===== src/rtl/mem_port_arbiter.sv =====
// Single-port memory arbiter shared by the fetch (IF) and memory-access (MA) stages.
// One access is outstanding at a time, MA has priority, and an in-flight fetch read can be flushed.
module mem_port_arbiter #(
    parameter int ADDR_W = 16,
    parameter int DATA_W = 16
) (
    input  logic              clk,
    input  logic              rst_n,
    input  logic              if_req,
    input  logic [ADDR_W-1:0] if_addr,
    input  logic              if_flush,
    output logic [DATA_W-1:0] if_rdata,
    output logic              if_valid,
    input  logic              ma_req,
    input  logic              ma_we,
    input  logic [ADDR_W-1:0] ma_addr,
    input  logic [DATA_W-1:0] ma_wdata,
    output logic [DATA_W-1:0] ma_rdata,
    output logic              ma_valid,
    output logic [ADDR_W-1:0] mem_addr,
    output logic [DATA_W-1:0] mem_wdata,
    output logic              mem_we,
    input  logic [DATA_W-1:0] mem_rdata,
    output logic              stall_if,
    output logic              stall_ma
);

    typedef enum logic [1:0] {S_IDLE, S_RD, S_RESP, S_WR} state_t;
    typedef enum logic {OWN_IF, OWN_MA} owner_t;

    state_t state, state_nxt;
    owner_t owner;
    logic   flush_pend;
    logic   grant_ma, grant_if, if_drop;

    // Grants are only issued from IDLE, so the RESP->IDLE edge that raises
    // valid can never re-issue a request that is still being held.
    assign grant_ma = (state == S_IDLE) && ma_req;
    assign grant_if = (state == S_IDLE) && !ma_req && if_req;
    assign if_drop  = (owner == OWN_IF) && (flush_pend || if_flush);

    always_ff @(posedge clk or negedge rst_n) begin
        if (!rst_n) state <= S_IDLE;
        else        state <= state_nxt;
    end

    always_comb begin
        // NOTE: default first, so every path assigns state_nxt and no latch is inferred.
        state_nxt = state;
        case (state)
            S_IDLE: begin
                if (grant_ma)      state_nxt = ma_we ? S_WR : S_RD;
                else if (grant_if) state_nxt = S_RD;
            end
            S_RD:    state_nxt = S_RESP;
            S_RESP:  state_nxt = S_IDLE;
            S_WR:    state_nxt = S_IDLE;
            default: state_nxt = S_IDLE;
        endcase
    end

    always_comb begin
        stall_if = if_req && !if_valid;
        stall_ma = ma_req && !ma_valid;
    end

    always_ff @(posedge clk or negedge rst_n) begin
        if (!rst_n) begin
            owner      <= OWN_IF;
            flush_pend <= 1'b0;
            mem_addr   <= '0;
            mem_wdata  <= '0;
            mem_we     <= 1'b0;
            if_rdata   <= '0;
            ma_rdata   <= '0;
            if_valid   <= 1'b0;
            ma_valid   <= 1'b0;
        end else begin
            // NOTE: non-blocking throughout; later assignments in this block override earlier ones.
            if_valid <= 1'b0;
            ma_valid <= 1'b0;

            if (grant_ma) begin
                owner    <= OWN_MA;
                mem_addr <= ma_addr;
                if (ma_we) begin
                    mem_wdata <= ma_wdata;
                    mem_we    <= 1'b1;
                end
            end else if (grant_if) begin
                owner    <= OWN_IF;
                mem_addr <= if_addr;
            end

            if ((state == S_RD || state == S_RESP) && owner == OWN_IF && if_flush)
                flush_pend <= 1'b1;

            if (state == S_RESP) begin
                flush_pend <= 1'b0;
                if (owner == OWN_MA) begin
                    ma_rdata <= mem_rdata;
                    ma_valid <= 1'b1;
                end else if (!if_drop) begin
                    if_rdata <= mem_rdata;
                    if_valid <= 1'b1;
                end
            end

            if (state == S_WR) begin
                mem_we   <= 1'b0;
                ma_valid <= 1'b1;
            end
        end
    end

endmodule


===== config.mk =====
export PLATFORM = sky130hd
export DESIGN_NAME = mem_port_arbiter
export DESIGN_NICKNAME = d
export VERILOG_FILES = /design/src/rtl/mem_port_arbiter.sv
export SDC_FILE = /design/constraint.sdc
export NUM_CORES = 1
export LEC_CHECK = 0
export CORE_AREA = 5 5 98 100
export CTS_CLUSTER_SIZE = 8
export DETAILED_ROUTE_END_ITERATION = 6
export DIE_AREA = 0 0 103 105
export DONT_BUFFER_PORTS = 1
export GPL_TIMING_DRIVEN = 0
export PLACE_DENSITY_LB_ADDON = 0.05
export SYNTH_ARGS = -nofsm -noshare
export SYNTH_HDL_FRONTEND = slang
export SYNTH_SLANG_ARGS = --single-unit

===== constraint.sdc =====
create_clock -name clk -period 2.31 [get_ports clk]
set_input_delay 0.462 -clock clk [delete_from_list [all_inputs] [get_ports clk]]
set_output_delay 0.462 -clock clk [all_outputs]
set_load 0.1 [all_outputs]

==> run summary, run 1 <==
Vias = 1828
# nets final = 303
Global-route wire length before repair = 11.2 mm
Initial Util = 0.339
Die height = 105 µm
Worst EP arrival = 1.62 ns
Clock Latency Late Sink = 0.34 ns
Cells along the critical path = clkbuf_1, clkbuf_2, nor2b_4
DRC Markers = 0
Slew headroom = 0.359
Final Critical Period = 2.08 ns
CTS tree = done
Vias/cell = 5.36
Critical R2R Capture = if_rdata[14]
Grt ovf = 0
Seq cells post-synth = 71
Count of different cell masters after synthesis = 21
RSZ-0062 raised after global routing = false
Most frequent cells in the layout = dfrtp_1, mux2_2, o22ai_1, a21oi_1, clkbuf_8
Worst-path clk slew = 0.08 ns
Max Cap Violations = 0
GRT Resource Usage Total = 0.135
Reg-to-reg setup timing slack = 0.35 ns
Io pins = 139
Synth-to-Final Area Change = 14.7%
Mapped Cells = 216
Syn avg cell area = 13.5 µm²
Critical path launch point type = input port
Yosys warns = 0
Crit Path Max Fanout = 10
Die Width = 103 µm
Pre-CTS setup slack = -0.244 ns
Status = complete, but fails checks
Worst Tran Pin Value = 0.962 ns
Final Cycle Share = 0.902
Worst R2R Path Depth = 5
Num CTS Buffers = 9
Initial DRC Count = 64
DP HPWL = 5.42 mm
Post-Route WL = 7.21 mm
WHS = -0.00198 ns
Core area = 8590 µm²
Final setup viols = 0
EDFF count, synth = 0
Die area = 10800 µm²
Skew final = 0.00647 ns
Clock root cell = clkbuf_8
Share of cells above drive strength 1 = 0.335
Initial antenna violation count = 0
Wire per inst = 21.1 µm
1st-pass router iterations = 4
Largest net degree at the start of global routing = 72
Core Rows = 34
Crit end category = primary output
Commonest non-fill, non-tap cell in the layout = dfrtp_1
H-tree depth = 3
Fmax = 480 MHz
Count of final max-slew check failures = 0
Crit path required time = 1.85 ns
# diodes = 0
Syn nets = 291
Mapped Area = 2920 µm²
Setup CP Type = input port to primary output
Routability congestion estimate = 0.734
Bufs on Longest Clock Path = 2
Routed Antenna Nets = 0
Worst min path class = input port to asynchronous set/reset pin
Post-synth ARST share = 1.00
Ys flop type = dfrtp_1
Fin. Hold Viols = 1
Violated checks = hold timing
Vias in the first global route = 2136
IO buf count = 0
# clock sinks = 71
PnR worst setup slack = 0.225 ns
Critical Path Max Stage Delay = 0.59 ns
Sequential area share after synthesis = 0.609
Setup TNS = 0 ns
Reg-to-reg startpoint = state[0]
CP max stage cell = nor2b_4
==> timing repair <==
action,in CTS,in global routing
resized for setup,2,4
endpoints found under the setup margin,2,2
hold buffers,1,0
setup buffers,0,0
hold endpoints to repair,71,0
pin swaps,0,1
==> per-layer routing <==
layer  track usage  vias up  routed length, µm
li1              -      807                  -
met1         0.156      926               2620
met2         0.223       87               3740
met3        0.0573        8                768
met4        0.0472        0                 82
met5             0        -                  0
==> how the worst max path moves through the flow <==
stage	from	to	slack, ns
global route	if_req	stall_if	0.14
detailed placement	if_req	stall_if	-0.24
CTS	ma_valid	stall_ma	-0.01
floorplan	if_req	stall_if	0.02
global placement	if_req	stall_if	-0.22
finish	if_req	stall_if	0.23
==> per-stage QoR <==
step | instances | area [µm²] | util
after floorplan | 216 | 2920 | -
after global placement | 324 | 3060 | 0.356
after detailed placement | 324 | 3060 | 0.356
after CTS | 341 | 3340 | 0.389
after global routing | 341 | 3340 | 0.389
final | 341 | 3340 | 0.389
==> area by class of cell <==
type	instances	area [µm²]
multi-input cells	128	1080
repair buffers	1	27.5
clock buffers	11	141
fillers	828	5250
well taps	108	135
flip-flops and latches	71	1780
inverters	6	22.5
clock inverters	5	105
plain buffers	11	55.1
==> worst max-delay path: cells and delay by family <==
kind	cells	cell delay, ns
buffers and inverters	2	0.57
AND/OR/NAND/NOR	1	0.59
==> flip-flops by register name, indices dropped and copies added, names as in the netlist <==
register / flops
mem_wdata: 16
state: 2
flush_pend: 1
mem_we: 1
mem_addr: 16
ma_valid: 1
if_rdata: 16
ma_rdata: 16
if_valid: 1
owner: 1
==> cell families (layout without fill, tap and decap cells) <==
group / after synthesis / in the layout / synth area share
flip-flops: 71 / 71 / 0.609
multiplexers: 51 / 51 / 0.196
AO/OA/AOI/OAI: 50 / 50 / 0.0961
AND/OR/NAND/NOR: 22 / 22 / 0.0506
buffers and inverters: 17 / 34 / 0.0262
adder cells (fa/ha/maj): 5 / 5 / 0.0215
==> synth_stat cells, drive strengths merged (3+ instances only) <==
master,instances,area [µm²]
a21oi,17,85.1
buf,7,38.8
clkbuf,4,15.0
dfrtp,71,1780
ha,5,62.6
inv,5,18.8
mux2,50,563
nand2,6,22.5
nand3b,9,67.6
nor2,3,11.3
o21ai,9,45.0
o22ai,23,144
Power of run 1 is not shown: default switching activity piles up to over one toggle a cycle in this logic, so the estimate is an artifact.
==> run 2: changes to the inputs <==
CORE_AREA = 5 5 105 107   (was 5 5 98 100)
DIE_AREA = 0 0 110 112   (was 0 0 103 105)
==> run summary, run 2 (synthesized netlist as in run 1, its figures left out) <==
Status = finished clean (was complete, but fails checks)
Worst min path class = input port to asynchronous set/reset pin (unchanged)
1st-pass router iterations = 2 (was 4)
CP max stage cell = nor2b_4 (unchanged)
Crit end category = primary output (unchanged)
Core Rows = 37 (was 34)
Routability congestion estimate = 0.712 (was 0.734)
DRC Markers = 0 (unchanged)
Core area = 10000 µm² (was 8590 µm²)
Vias/cell = 4.89 (was 5.36)
Clock root cell = clkbuf_8 (unchanged)
Final Critical Period = 2.16 ns (was 2.08 ns)
Worst-path clk slew = 0.08 ns (about the same)
Crit path required time = 1.85 ns (about the same)
FILL cells = 1047 (was 828)
Vias in the first global route = 2028 (was 2136)
Worst EP arrival = 1.70 ns (was 1.62 ns)
RSZ-0062 raised after global routing = false (unchanged)
Crit Path Max Fanout = 10 (unchanged)
Initial DRC Count = 31 (was 64)
Setup TNS = 0 ns (unchanged)
WP buf/inv = 2 (unchanged)
Skew final = 0.00923 ns (was 0.00647 ns)
Die height = 112 µm (was 105 µm)
Commonest non-fill, non-tap cell in the layout = dfrtp_1 (unchanged)
Fmax = 463 MHz (was 480 MHz)
Cells along the critical path = clkbuf_1, clkbuf_2, nor2b_4 (unchanged)
Most frequent cells in the layout = dfrtp_1, mux2_2, o22ai_1, a21oi_1 (was dfrtp_1, mux2_2, o22ai_1, a21oi_1, clkbuf_8)
Worst path top cell family by delay = buffers and inverters (was simple AND/OR/NAND/NOR gates)
Final setup viols = 0 (unchanged)
Synth-to-Final Area Change = 14.2% (was 14.7%)
Max Cap Violations = 0 (unchanged)
# nets final = 303 (unchanged)
Critical path launch point type = input port (unchanged)
Wire per inst = 19.9 µm (was 21.1 µm)
# diodes = 0 (unchanged)
Share of cells above drive strength 1 = 0.335 (unchanged)
Clock Latency Late Sink = 0.34 ns (about the same)
Num CTS Buffers = 9 (unchanged)
Largest net degree at the start of global routing = 72 (unchanged)
Vias = 1804 (was 1828)
Count of final max-slew check failures = 0 (unchanged)
Slew headroom = 0.361 (was 0.359)
Grt ovf = 0 (unchanged)
GRT Resource Usage Total = 0.125 (was 0.135)
DP HPWL = 5.14 mm (was 5.42 mm)
CTS tree = done (unchanged)
Fin. Hold Viols = 0 (was 1)
Bufs on Longest Clock Path = 2 (unchanged)
H-tree depth = 3 (unchanged)
Die area = 12300 µm² (was 10800 µm²)
Setup CP Type = input port to primary output (unchanged)
Final Cycle Share = 0.935 (was 0.902)
Post-Route WL = 7.34 mm (was 7.21 mm)
Global-route wire length before repair = 11.7 mm (was 11.2 mm)
Critical Path Max Stage Delay = 0.60 ns (was 0.59 ns)
# clock sinks = 71 (unchanged)
Worst Tran Pin Value = 0.959 ns (was 0.962 ns)
Io pins = 139 (unchanged)
Routed Antenna Nets = 0 (unchanged)
IO buf count = 0 (unchanged)
Post-CTS setup buffer count = 0 (unchanged)
Die Width = 110 µm (was 103 µm)
Initial antenna violation count = 0 (unchanged)
Initial Util = 0.290 (was 0.339)
[run 2: cell types whose count changed in the layout (fill, tap and decap cells not counted), sizes merged]
cell      before  now
bufinv         3    1
clkbuf        15   14
clkinv         1    5
clkinvlp       2    0
inv            5    6
[run 2: repair_timing]
item | CTS | global route
pin swaps | 0 | 1
hold buffers | 1 | 0
resized for setup | 4 | 1
endpoints found under the hold margin | 71 | 0
endpoints found under the setup margin | 2 | 1
[run 2: routing by layer]
layer  global-route usage  vias to the layer above  wire length [µm]  share of wire
met3               0.0713                       11               947           0.13
met4               0.0449                        0               144          0.020
li1                     -                      805                 -              -
met1                0.145                      898              2840           0.39
met2                0.190                       90              3410           0.46
met5                    0                        -                 0              0
[run 2: through the flow]
| step | cell area (µm²) | setup WS (ns) | utilization | std cells | hold slack (ns) |
|---|---|---|---|---|---|
| 2_1_floorplan | 2920 | 0.0190 | - | 216 | 0.166 |
| 3_3_place_gp | 3090 | -0.365 | 0.308 | 352 | 0.168 |
| 3_5_place_dp | 3090 | -0.361 | 0.308 | 352 | 0.168 |
| 4_1_cts | 3330 | 0.0143 | 0.331 | 369 | 0.00337 |
| 5_1_grt | 3330 | 0.0285 | 0.332 | 369 | 0.00777 |
| 6_report | 3330 | 0.151 | 0.332 | 369 | 0.0120 |
[run 2: area by class of cell]
cell class / instances / area (µm²) / share of cell area
sequential: 71 / 1780 / 0.534
inverter: 6 / 22.5 / 0.00676
timing repair buffer: 1 / 27.5 / 0.00826
tap: 136 / 170 / 0.0511
clock inverter: 6 / 70.1 / 0.0210
buffer: 11 / 55.1 / 0.0165
clock buffer: 10 / 128 / 0.0383
multi-input combinational: 128 / 1080 / 0.324
[run 2: path summary, 6_finish.rpt]
kind	slack, ns	start	cells past startpoint	endpoint
setup / recovery	0.15	if_req	3	stall_if
setup reg to reg	0.28	state[0]	5	if_rdata[10]
hold / removal	0.01	rst_n	1	mem_addr[11]
max in group asynchronous	1.99	rst_n	1	ma_valid
hold reg to reg	0.58	flush_pend	2	flush_pend
min in group clk	0.27	mem_rdata[14]	1	ma_rdata[14]
Power of run 2 is left out for the same reason.
==> run 3: changes to the inputs <==
CORE_AREA = 2 2 102 104   (was 5 5 105 107)
DIE_AREA = 0 0 104 106   (was 0 0 110 112)
==> run summary, run 3 (synthesized netlist as in run 1, its figures left out) <==
Util after Layout = 0.341 (was 0.332)
FILL cells = 1018 (was 1047)
Worst EP arrival = 1.79 ns (was 1.70 ns)
# diodes = 0 (unchanged)
Worst-path clk slew = 0.07 ns (was 0.08 ns)
DP HPWL = 4.54 mm (was 5.14 mm)
Multi-input combinational cell area = 1080 µm² (unchanged)
Worst path top cell family by delay = flip-flops (was buffers and inverters)
Slew headroom = 0.342 (was 0.361)
Num CTS Buffers = 9 (unchanged)
WP buf/inv = 0 (was 2)
Max Cap Violations = 0 (unchanged)
CTS tree = done (unchanged)
Most frequent cells in the layout = dfrtp_1, mux2_2, o22ai_1, a21oi_1, clkbuf_8 (was dfrtp_1, mux2_2, o22ai_1, a21oi_1)
Pre-CTS setup slack = -0.361 ns (about the same)
Core Rows = 37 (unchanged)
Initial Util = 0.292 (was 0.290)
Status = finished clean (unchanged)
GRT Resource Usage Total = 0.125 (about the same)
Vias/cell = 4.85 (was 4.89)
Skew final = 0.00702 ns (was 0.00923 ns)
Fin. Hold Viols = 0 (unchanged)
RSZ-0062 raised after global routing = false (unchanged)
1st-pass router iterations = 4 (was 2)
Post-Route WL = 6.82 mm (was 7.34 mm)
Final Cycle Share = 0.975 (was 0.935)
Cells along the critical path = nor2_4 (was clkbuf_1, clkbuf_2, nor2b_4)
Worst Tran Pin Value = 0.986 ns (was 0.959 ns)
Core area = 10000 µm² (about the same)
Crit end category = primary output (unchanged)
# nets final = 303 (unchanged)
PnR worst setup slack = 0.0582 ns (was 0.151 ns)
Clock Latency Late Sink = 0.34 ns (about the same)
Wire per inst = 18.5 µm (was 19.9 µm)
Die height = 106 µm (was 112 µm)
Crit path required time = 1.85 ns (about the same)
Fmax = 444 MHz (was 463 MHz)
Synth-to-Final Area Change = 16.9% (was 14.2%)
Critical path launch point type = flip-flop (was input port)
Commonest non-fill, non-tap cell in the layout = dfrtp_1 (unchanged)
# clock sinks = 71 (unchanged)
DRC Markers = 0 (unchanged)
Clock root cell = clkbuf_8 (unchanged)
Bufs on Longest Clock Path = 2 (unchanged)
Count of final max-slew check failures = 0 (unchanged)
IO buf count = 0 (unchanged)
Largest net degree at the start of global routing = 72 (unchanged)
Initial DRC Count = 61 (was 31)
Share of cells above drive strength 1 = 0.330 (was 0.335)
Vias in the first global route = 1964 (was 2028)
H-tree depth = 3 (unchanged)
Routability congestion estimate = 0.714 (was 0.712)
Routed Antenna Nets = 0 (unchanged)
Die area = 11000 µm² (was 12300 µm²)
Critical Path Max Stage Delay = 0.77 ns (was 0.60 ns)
Sequential cell area = 1780 µm² (about the same)
CP max stage cell = dfrtp_1 (was nor2b_4)
Io pins = 139 (unchanged)
Setup CP Type = flip-flop to primary output (was input port to primary output)
Die Width = 104 µm (was 110 µm)
Crit Path Max Fanout = 2 (was 10)
Global-route wire length before repair = 10.6 mm (was 11.7 mm)
Grt ovf = 0 (unchanged)
Final setup viols = 0 (unchanged)
Worst min path class = input port to asynchronous set/reset pin (unchanged)
Final Critical Period = 2.25 ns (was 2.16 ns)
Initial antenna violation count = 0 (unchanged)
Post-CTS setup buffer count = 0 (unchanged)
Vias = 1788 (was 1804)
run 3: per-layer routing:
| metal | up-vias | GRT usage | wire [µm] |
|---|---|---|---|
| met4 | 0 | 0.0463 | 78 |
| met1 | 887 | 0.156 | 2990 |
| met3 | 9 | 0.0638 | 744 |
| li1 | 804 | - | - |
| met5 | - | 0 | 0 |
| met2 | 88 | 0.186 | 3010 |
run 3: layout make-up:
class,count,area share
well taps,136,0.0499
flip-flops and latches,71,0.521
plain buffers,11,0.0161
inverters,6,0.00661
clock inverters,5,0.0374
repair buffers,1,0.00807
multi-input cells,128,0.316
clock buffers,11,0.0444
run 3: stage by stage:
step | setup TNS, ns | cells | hold WS (ns) | cell area (µm²)
6_report | 0 | 369 | 0.00642 | 3410
5_1_grt | 0 | 369 | 0.00106 | 3410
4_1_cts | 0 | 369 | 0.0104 | 3410
3_5_place_dp | -0.425 | 352 | 0.168 | 3090
3_3_place_gp | -0.461 | 352 | 0.168 | 3090
2_1_floorplan | 0 | 216 | 0.166 | 2920
run 3: repair_timing:
| action | 4_1_cts | 5_1_grt |
|---|---|---|
| setup endpoints to repair | 2 | 0 |
| hold buffers | 1 | 0 |
| hold endpoints to repair | 71 | 0 |
| resized for setup | 3 | 0 |
run 3: final timing paths:
path | to | depth (start not counted) | from | slack [ns]
setup / recovery | stall_ma | 1 | ma_valid | 0.06
hold / removal | mem_addr[6] | 1 | rst_n | 0.006
setup reg to reg | if_rdata[13] | 5 | state[0] | 0.31
hold reg to reg | flush_pend | 2 | flush_pend | 0.58
max in group asynchronous | if_rdata[13] | 1 | rst_n | 2.02
min in group clk | mem_wdata[6] | 1 | ma_wdata[6] | 0.26
Power of run 3 is left out for the same reason.
